===== config.mk =====
export PLATFORM = sky130hd
export DESIGN_NAME = button_event_decoder
export DESIGN_NICKNAME = d
export VERILOG_FILES = /design/src/rtl/button_event_decoder.sv
export SDC_FILE = /design/constraint.sdc
export NUM_CORES = 1
export LEC_CHECK = 0
export ABC_AREA = 1
export CAP_MARGIN = 20
export CORE_MARGIN = 5
export CORE_UTILIZATION = 54
export CTS_CLUSTER_SIZE = 10
export DETAILED_ROUTE_END_ITERATION = 10
export PLACE_DENSITY_LB_ADDON = 0.3
export SLEW_MARGIN = 40
export SYNTH_ARGS = -nofsm -noshare
export SYNTH_HDL_FRONTEND = slang
export SYNTH_SLANG_ARGS = --single-unit

===== constraint.sdc =====
create_clock -name clk_1khz_i -period 3.9 [get_ports clk_1khz_i]
set_input_delay 0.975 -clock clk_1khz_i [delete_from_list [all_inputs] [get_ports clk_1khz_i]]
set_output_delay 0.975 -clock clk_1khz_i [all_outputs]
set_load 0.01 [all_outputs]

===== src/rtl/button_event_decoder.sv =====
`default_nettype none
// ============================================================================
// Module   : button_event_decoder
// Brief    : Synchronises and debounces one pushbutton and classifies each
//            press by hold time into increment, decrement or clear strobes.
// Revision : 1.0
// ============================================================================
module button_event_decoder #(
    parameter int DEBOUNCE_MS    = 20,
    parameter int LONG_PRESS_MS  = 1000,
    parameter int CLEAR_PRESS_MS = 3000,
    parameter int CNT_W          = 12
) (
    input  logic clk_1khz_i,
    input  logic rst_i,
    input  logic btn_i,
    output logic pressed_o,
    output logic inc_pulse_o,
    output logic dec_pulse_o,
    output logic clr_pulse_o
);

    localparam logic [2:0] c_IDLE     = 3'd0;
    localparam logic [2:0] c_SHORT    = 3'd1;
    localparam logic [2:0] c_LONG     = 3'd2;
    localparam logic [2:0] c_CLEARED  = 3'd3;
    localparam logic [2:0] c_WAIT_REL = 3'd4;

    localparam logic [CNT_W-1:0] c_DEB_LAST  = CNT_W'(DEBOUNCE_MS - 1);
    localparam logic [CNT_W-1:0] c_LONG_LAST = CNT_W'(LONG_PRESS_MS - 1);
    localparam logic [CNT_W-1:0] c_CLR_LAST  = CNT_W'(CLEAR_PRESS_MS - 1);
    localparam logic [CNT_W-1:0] c_CNT_ONE   = CNT_W'(1);

    logic             r_sync1;
    logic             r_sync2;
    logic             r_deb;
    logic             r_deb_d;
    logic [CNT_W-1:0] r_deb_cnt;

    logic [2:0]       r_state;
    logic [CNT_W-1:0] r_hold_cnt;
    logic             r_inc;
    logic             r_dec;
    logic             r_clr;

    logic [2:0]       w_state_nxt;
    logic [CNT_W-1:0] w_hold_nxt;
    logic             w_inc_nxt;
    logic             w_dec_nxt;
    logic             w_clr_nxt;

    // Sync and debounce state resets high so a button held through reset
    // looks already-pressed and can never produce a fresh rising edge.
    always_ff @(posedge clk_1khz_i or posedge rst_i) begin
        if (rst_i) begin
            r_sync1   <= 1'b1;
            r_sync2   <= 1'b1;
            r_deb     <= 1'b1;
            r_deb_d   <= 1'b1;
            r_deb_cnt <= '0;
        end else begin
            r_sync1 <= btn_i;
            r_sync2 <= r_sync1;
            r_deb_d <= r_deb;
            if (r_sync2 == r_deb) begin
                r_deb_cnt <= '0;
            end else if (r_deb_cnt == c_DEB_LAST) begin
                r_deb     <= r_sync2;
                r_deb_cnt <= '0;
            end else begin
                r_deb_cnt <= r_deb_cnt + c_CNT_ONE;
            end
        end
    end

    // Release is tested before the threshold, so a release landing on the
    // same edge as the SHORT->LONG move is seen in LONG and counts as long.
    always_comb begin
        w_state_nxt = r_state;
        w_hold_nxt  = r_hold_cnt;
        w_inc_nxt   = 1'b0;
        w_dec_nxt   = 1'b0;
        w_clr_nxt   = 1'b0;
        case (r_state)
            c_WAIT_REL: begin
                if (!r_deb) begin
                    w_state_nxt = c_IDLE;
                end
            end
            c_IDLE: begin
                if (r_deb && !r_deb_d) begin
                    w_state_nxt = c_SHORT;
                    w_hold_nxt  = '0;
                end
            end
            c_SHORT: begin
                if (!r_deb) begin
                    w_inc_nxt   = 1'b1;
                    w_state_nxt = c_IDLE;
                end else begin
                    w_hold_nxt = r_hold_cnt + c_CNT_ONE;
                    if (r_hold_cnt == c_LONG_LAST) begin
                        w_state_nxt = c_LONG;
                    end
                end
            end
            c_LONG: begin
                if (!r_deb) begin
                    w_dec_nxt   = 1'b1;
                    w_state_nxt = c_IDLE;
                end else if (r_hold_cnt == c_CLR_LAST) begin
                    w_clr_nxt   = 1'b1;
                    w_state_nxt = c_CLEARED;
                end else begin
                    w_hold_nxt = r_hold_cnt + c_CNT_ONE;
                end
            end
            c_CLEARED: begin
                if (!r_deb) begin
                    w_state_nxt = c_IDLE;
                end
            end
            default: begin
                w_state_nxt = c_WAIT_REL;
            end
        endcase
    end

    always_ff @(posedge clk_1khz_i or posedge rst_i) begin
        if (rst_i) begin
            r_state    <= c_WAIT_REL;
            r_hold_cnt <= '0;
            r_inc      <= 1'b0;
            r_dec      <= 1'b0;
            r_clr      <= 1'b0;
        end else begin
            r_state    <= w_state_nxt;
            r_hold_cnt <= w_hold_nxt;
            r_inc      <= w_inc_nxt;
            r_dec      <= w_dec_nxt;
            r_clr      <= w_clr_nxt;
        end
    end

    assign pressed_o   = (r_state != c_WAIT_REL) && r_deb;
    assign inc_pulse_o = r_inc;
    assign dec_pulse_o = r_dec;
    assign clr_pulse_o = r_clr;

endmodule
`default_nettype wire


==> results of run 1 <==
-- through the flow --
| stage | instances | setup WS, ns | hold WS, ns | util (%) |
|---|---|---|---|---|
| 2_1_floorplan | 244 | 2.09 | 0.345 | - |
| 3_3_place_gp | 294 | 1.61 | 0.346 | 58.6 |
| 3_5_place_dp | 294 | 1.60 | 0.349 | 58.6 |
| 4_1_cts | 302 | 1.22 | 0.365 | 61.8 |
| 5_1_grt | 302 | 1.15 | 0.371 | 61.8 |
| 6_report | 302 | 1.23 | 0.365 | 61.8 |
-- synth_stat cells --
cell      number  area share, %
nor2_2         2           0.67
o21bai_1       1           0.40
xor2_1         6            2.8
a21oi_1        5            1.3
nand3b_1       2           0.81
and3_1         1           0.34
nand4_1        5            1.7
buf_6          2            1.2
nand2_2        2           0.67
nand3_1       22            5.9
nor2_1        36            7.3
nor3_1         8            2.2
o21ai_2        8            3.8
inv_2          1           0.20
o21ai_0        4            1.1
xnor2_1        2           0.94
dfrtp_1       29             39
inv_1         27            5.5
nand4_2        1           0.67
buf_2          1           0.27
dfstp_2        5            7.1
a211oi_1       1           0.40
nand2_1       71             14
ha_1           2            1.3
-- state kept, by name, indices dropped and copies added (netlist names) --
name / cells
clr_pulse_o: 1
dec_pulse_o: 1
inc_pulse_o: 1
r_deb: 1
r_deb_cnt: 12
r_deb_d: 1
r_hold_cnt: 12
r_state: 3
r_sync1: 1
r_sync2: 1
-- layer usage --
metal  wire [um]  vias up
li1            -      800
met1        1530      649
met2        1420       32
met3         138        8
met4          51        0
met5           0        -
-- worst paths after layout --
check                      startpoint        endpoint  slack (ns)  depth (start not counted)
min                           r_sync1         r_sync2        0.37                          0
min in group asynchronous       rst_i  r_hold_cnt[10]        1.00                          3
max in group asynchronous       rst_i           r_deb        2.57                          3
max reg2reg                r_state[0]   r_hold_cnt[2]        2.17                          5
max                             r_deb       pressed_o        1.23                          3
min reg2reg                   r_sync1         r_sync2        0.37                          0
-- cells in the final DEF (no fill, tap or decap) --
cell | synthesis | layout
nand2_1 | 71 | 71
nor2_1 | 36 | 36
dfrtp_1 | 29 | 29
inv_1 | 27 | 27
nand3_1 | 22 | 22
o21ai_2 | 8 | 8
nor3_1 | 8 | 8
xor2_1 | 6 | 6
clkdlybuf4s50_1 | 0 | 6
nand4_1 | 5 | 5
a21oi_1 | 5 | 5
clkbuf_4 | 0 | 5
dfstp_2 | 5 | 5
o21ai_0 | 4 | 4
nor2_2 | 2 | 2
nand2_2 | 2 | 2
nand3b_1 | 2 | 2
xnor2_1 | 2 | 2
ha_1 | 2 | 2
bufinv_16 | 0 | 2
inv_2 | 1 | 1
nand4_2 | 1 | 1
and3_1 | 1 | 1
o21bai_1 | 1 | 1
a211oi_1 | 1 | 1
clkinv_4 | 0 | 1
buf_4 | 0 | 1
-- area by class of cell --
cell class / instances / area (um^2)
tap: 46 / 57.6
multi-input combinational: 179 / 867
sequential: 34 / 857
clock inverter: 3 / 68.8
inverter: 28 / 105
fill: 307 / 1280
timing repair buffer: 7 / 67.6
clock buffer: 5 / 37.5
-- cell families after synthesis --
group / count (synthesis) / synth area share [%]
adders and majority gates: 2 / 1.35
AOI/OAI and AO/OA: 19 / 7.01
buffers and inverters: 31 / 7.14
DFF: 34 / 46.2
and+or+nand+nor: 150 / 34.6
xor gates and xnor gates: 8 / 3.77
-- power groups by stage --
stage / clock (W) / combinational, W / sequential, W
after floorplan: 0 / 0.000166 / 0.000406
after global placement: 0 / 0.000188 / 0.000407
after detailed placement: 0 / 0.000190 / 0.000407
after CTS: 0.000334 / 0.000192 / 0.000400
after global routing: 0.000350 / 0.000220 / 0.000405
final: 0.000328 / 0.000188 / 0.000401
-- worst max-delay path, cell delays in order, from the launching register on --
cell,delay [ns]
dfstp_2,0.59
inv_2,0.09
a21oi_1,0.13
clkdlybuf4s50_1,0.55
==> metrics, run 1 <==
nature of the critical path startpoint flop; Net Sw Power 0.000283 W; CP Data Required Time 2.92 ns; IO Port Bufs 6; Reg clk slew, reported paths 0.11 ns; clk sinks 34; GRT met3 Usage 6.16%; count of unique library cells instantiated by Yosys 24; Avg WL per Cell 10.4 um; final period utilization 68.5%; VDD IR max 218 uV; Comb pwr share 20.5%; Hold Crit Class reg -> reg; H-tree depth 2; CP Capture Type output port; Post-CTS Resized 0; Post-DP HPWL 2250 um; row cnt 21; vias 1,489; post-synthesis area per instance 7.61 um^2; Slew Limit Headroom 46.6%; area grow syn2layout 11.0%; Most Used Layer, Global Route met2; GRT overflow 0; GP Congestion 0.857; Sw Ratio 30.9%; Root Buffer clkbuf_4; Final #Nets 260; Synth warnings 0; vias per inst 4.93; hold_buf cts 0; Hold Fails Final Rpt 0; Post CTS Setup Buffer Count 0; initial drt markers 94; Crit Path Max Fanout 9; DRT Pass-1 Iters 4; met1 Use GR 19.4%; status completed; Antenna Cells 0; Die H 68.6 um; pwr dens 445 nW/um^2; RSZ-0062 raised after global routing false; P_leak 0.969 nW; Top-Level Pins 7; Clock Latency Late Sink 0.34 ns; Seq pwr share 43.8%; CTS Buf Count 5; Total GRT Usage 16.0%; Final Skew 0.0178 ns; Worst Setup Path Type reg -> out; DRC Markers 0; synthesized flop and latch total 34; antenna violations before repair 0; CTS tree yes; fmax 374 MHz; TNS Setup 0 ns; final instance area 2060 um^2; met2 Use GR 25.6%; full die area 4710 um^2; Int Power 0.000633 W; effective utilization at floorplan 55.6%; share of layout cells above drive strength 1 10.9%; data arrival time of the worst path 1.70 ns; vias in the first global route 1,348; post-place instance area 1950 um^2; die width 68.6 um; count of endpoints failing setup in the final report 0; total wire length 3140 um; synthesized area 1860 um^2; largest net degree at the start of global routing 35; Max Buffers Root-to-Sink 2; max cap viols 0; sequential area share after synthesis 46.2%; total power 0.000916 W; Post-Synthesis Cells 244; minimum clock period 2.67 ns; Worst Tran Pin Value 0.798 ns; core area 3340 um^2; Post-DRT Antenna Nets 0; clock network power share 35.8%; pins over their slew limit 0; Post-Syn Nets 249; first-pass GRT wire length 5600 um
Note: power is estimated with default switching activity, not from simulation.
==> run 2, diff against run 1 <==
==> constraint.sdc (replaced) <==
create_clock -name clk_1khz_i -period 2.25 [get_ports clk_1khz_i]
set_input_delay 0.5625 -clock clk_1khz_i [delete_from_list [all_inputs] [get_ports clk_1khz_i]]
set_output_delay 0.5625 -clock clk_1khz_i [all_outputs]
set_load 0.01 [all_outputs]
==> run 2 against run 1 <==
Effect of this change:
- final cell count increased by 0.33%
- power up 51%
- design area down 1.8%
- non-clock buffer count rose by 1
- sequential share of layout area increased by 0.75 points
- hold slack lost 0.0029 ns
- combinational power rose by 78%
- core utilization fell by 1.1 points
- flip-flop and latch count did not move
- global-route usage is 0.47 points higher
- critical endpoint unchanged
==> metrics, run 2 (synthesized netlist as in run 1, its figures left out) <==
status completed (unchanged); vias in the first global route 1,375 (was 1,348); Slew Limit Headroom 68.5% (was 46.6%); TNS Setup 0 ns (unchanged); area grow syn2layout 9.03% (was 11.0%); share of layout cells above drive strength 1 11.3% (was 10.9%); Post CTS Setup Buffer Count 0 (unchanged); DRC Markers 0 (unchanged); die width 68.6 um (unchanged); Hold Fails Final Rpt 0 (unchanged); antenna violations before repair 0 (unchanged); most common cell after layout, fill and taps aside nand2_1 (unchanged); H-tree depth 2 (unchanged); count of endpoints failing setup in the final report 0 (unchanged); final instance area 2020 um^2 (was 2060 um^2); nature of the critical path startpoint flop (unchanged); pwr dens 683 nW/um^2 (was 445 nW/um^2); Post-DP HPWL 2340 um (was 2250 um); CP Data Required Time 1.69 ns (was 2.92 ns); Total GRT Usage 16.4% (was 16.0%); Die H 68.6 um (unchanged); Reg clk slew, reported paths 0.10 ns (was 0.11 ns); minimum clock period 1.97 ns; Reg area 857 um^2 (unchanged); Worst Tran Pin Value 0.471 ns (was 0.798 ns); final period utilization 87.4%; min-delay src r_sync1 (unchanged); Final #Nets 261 (was 260); worst path cell trace inv_2 > a21oi_1 > dlygate4sd2_1 (was inv_2 > a21oi_1 > clkdlybuf4s50_1); total wire length 3200 um (was 3140 um); clk sinks 34 (unchanged); IO Port Bufs 6 (unchanged); FF-to-FF End r_hold_cnt[6] (was r_hold_cnt[2]); CP max stage delay 0.59 ns (about the same); RSZ-0062 raised after global routing false (unchanged); CP Capture Type output port (unchanged); reg2reg path depth 8 (was 5); row cnt 21 (unchanged); commonest cells after routing, fill and taps aside 71 x nand2_1, 36 x nor2_1, 29 x dfrtp_1 (unchanged); first-pass GRT wire length 5730 um (was 5600 um); fmax 508 MHz; post-place instance area 1960 um^2 (was 1950 um^2); Crit Path Max Fanout 9 (unchanged); DRT Pass-1 Iters 4 (unchanged); full die area 4710 um^2 (unchanged); Antenna Cells 0 (unchanged); Hold Path Sink r_sync2 (unchanged); Multi-input gate area 867 um^2 (unchanged); FILL cells 308 (was 307); GRT met3 Usage 4.86% (was 6.16%); CTS Buf Count 5 (unchanged); GRT overflow 0 (unchanged); CTS tree yes (unchanged); biggest regs r_deb_cnt x12, r_hold_cnt x12, r_state x3 (unchanged); pins over their slew limit 0 (unchanged); reg-to-reg slack, setup 0.49 ns (was 2.17 ns); Clock Latency Late Sink 0.33 ns (was 0.34 ns); Avg WL per Cell 10.6 um (was 10.4 um); hold_buf cts 0 (unchanged); met1 Use GR 20.2% (was 19.4%); max cap viols 0 (unchanged); Hold Crit Class reg -> reg (unchanged); Top-Level Pins 7 (unchanged); P_leak 0.958 nW (was 0.969 nW); effective utilization at floorplan 55.6% (unchanged); core area 3340 um^2 (unchanged); VDD IR max 385 uV (was 218 uV); Buf+Inv Stages, Crit Path 2 (unchanged); Post-DRT Antenna Nets 0 (unchanged); final core utilization 60.7% (was 61.8%); largest net degree at the start of global routing 35 (unchanged); slowest stage cell, crit path dfstp_2 (unchanged); worst reg2reg startpoint r_hold_cnt[0] (was r_state[0]); Worst Setup Path Type reg -> out (unchanged); GP Congestion 0.878 (was 0.857); vias per inst 4.95 (was 4.93); Max Buffers Root-to-Sink 2 (unchanged); Hold WS 0.362 ns (was 0.365 ns); CP delay by family, top flip-flops (was buffers and inverters); data arrival time of the worst path 1.40 ns (was 1.70 ns); met2 Use GR 26.7% (was 25.6%); initial drt markers 124 (was 94); worst hold path cell count 0 (unchanged); Final Skew 0.0108 ns (was 0.0178 ns); Root Buffer clkbuf_4 (unchanged); Most Used Layer, Global Route met2 (unchanged); vias 1,501 (was 1,489)
-- run 2: cell types whose count changed in the layout (fill, tap and decap cells not counted), sizes merged --
cell           delta
bufinv            -2
buf               +1
clkbuf            +1
clkdlybuf4s50     -1
clkinvlp          +1
dlygate4sd2       +1
-- run 2: worst max-delay path by stage --
stage          cells after the start   from   endpoint  slack [ns]
4_1_cts                            3  r_deb  pressed_o        0.26
5_1_grt                            3  r_deb  pressed_o        0.16
3_5_place_dp                       3  r_deb  pressed_o        0.36
3_3_place_gp                       3  r_deb  pressed_o        0.38
2_1_floorplan                      2  r_deb  pressed_o        0.85
6_report                           3  r_deb  pressed_o        0.28
-- run 2: metal layers --
metal / part of all wire, % / vias to the layer above
met5: 0 / -
li1: - / 797
met2: 47 / 23
met3: 4.1 / 7
met4: 2.0 / 0
met1: 46 / 674
-- run 2: cell type report --
type	instances	area share, %
clock buffer	6	2.53
sequential	34	42.3
clock inverter	2	0.618
inverter	28	5.19
tap	46	2.84
multi-input combinational	179	42.8
timing repair buffer	8	3.65
-- run 2: stage by stage --
stage	power, W	std cells	worst slack (ns)
detailed placement	0.00105	295	0.363
floorplan	0.000991	244	0.854
global route	0.00148	303	0.163
finish	0.00138	303	0.283
global placement	0.00104	295	0.379
CTS	0.00140	303	0.258
-- run 2: worst reg2reg max path: stages (launching register included) --
cell and delay, ns:
dfrtp_1 0.42, ha_1 0.25, nand2_2 0.08, nor2_2 0.15, nand4_2 0.13, nand2_2 0.38
inv_1 0.11, nand2_1 0.07, nand2_1 0.05
-- run 2: power breakdown --
group	switching, W	leakage (nW)	internal, W
combinational	0.000226	0.474	0.000109
clock	0.000200	0.0343	0.000150
sequential	0.0000453	0.449	0.000652
total	0.000471	0.958	0.000912
-- run 2: repair_timing --
item / in CTS / in global routing
hold endpoints to repair: 0 / 0
resized for setup: 1 / 0
setup endpoints to repair: 1 / 0
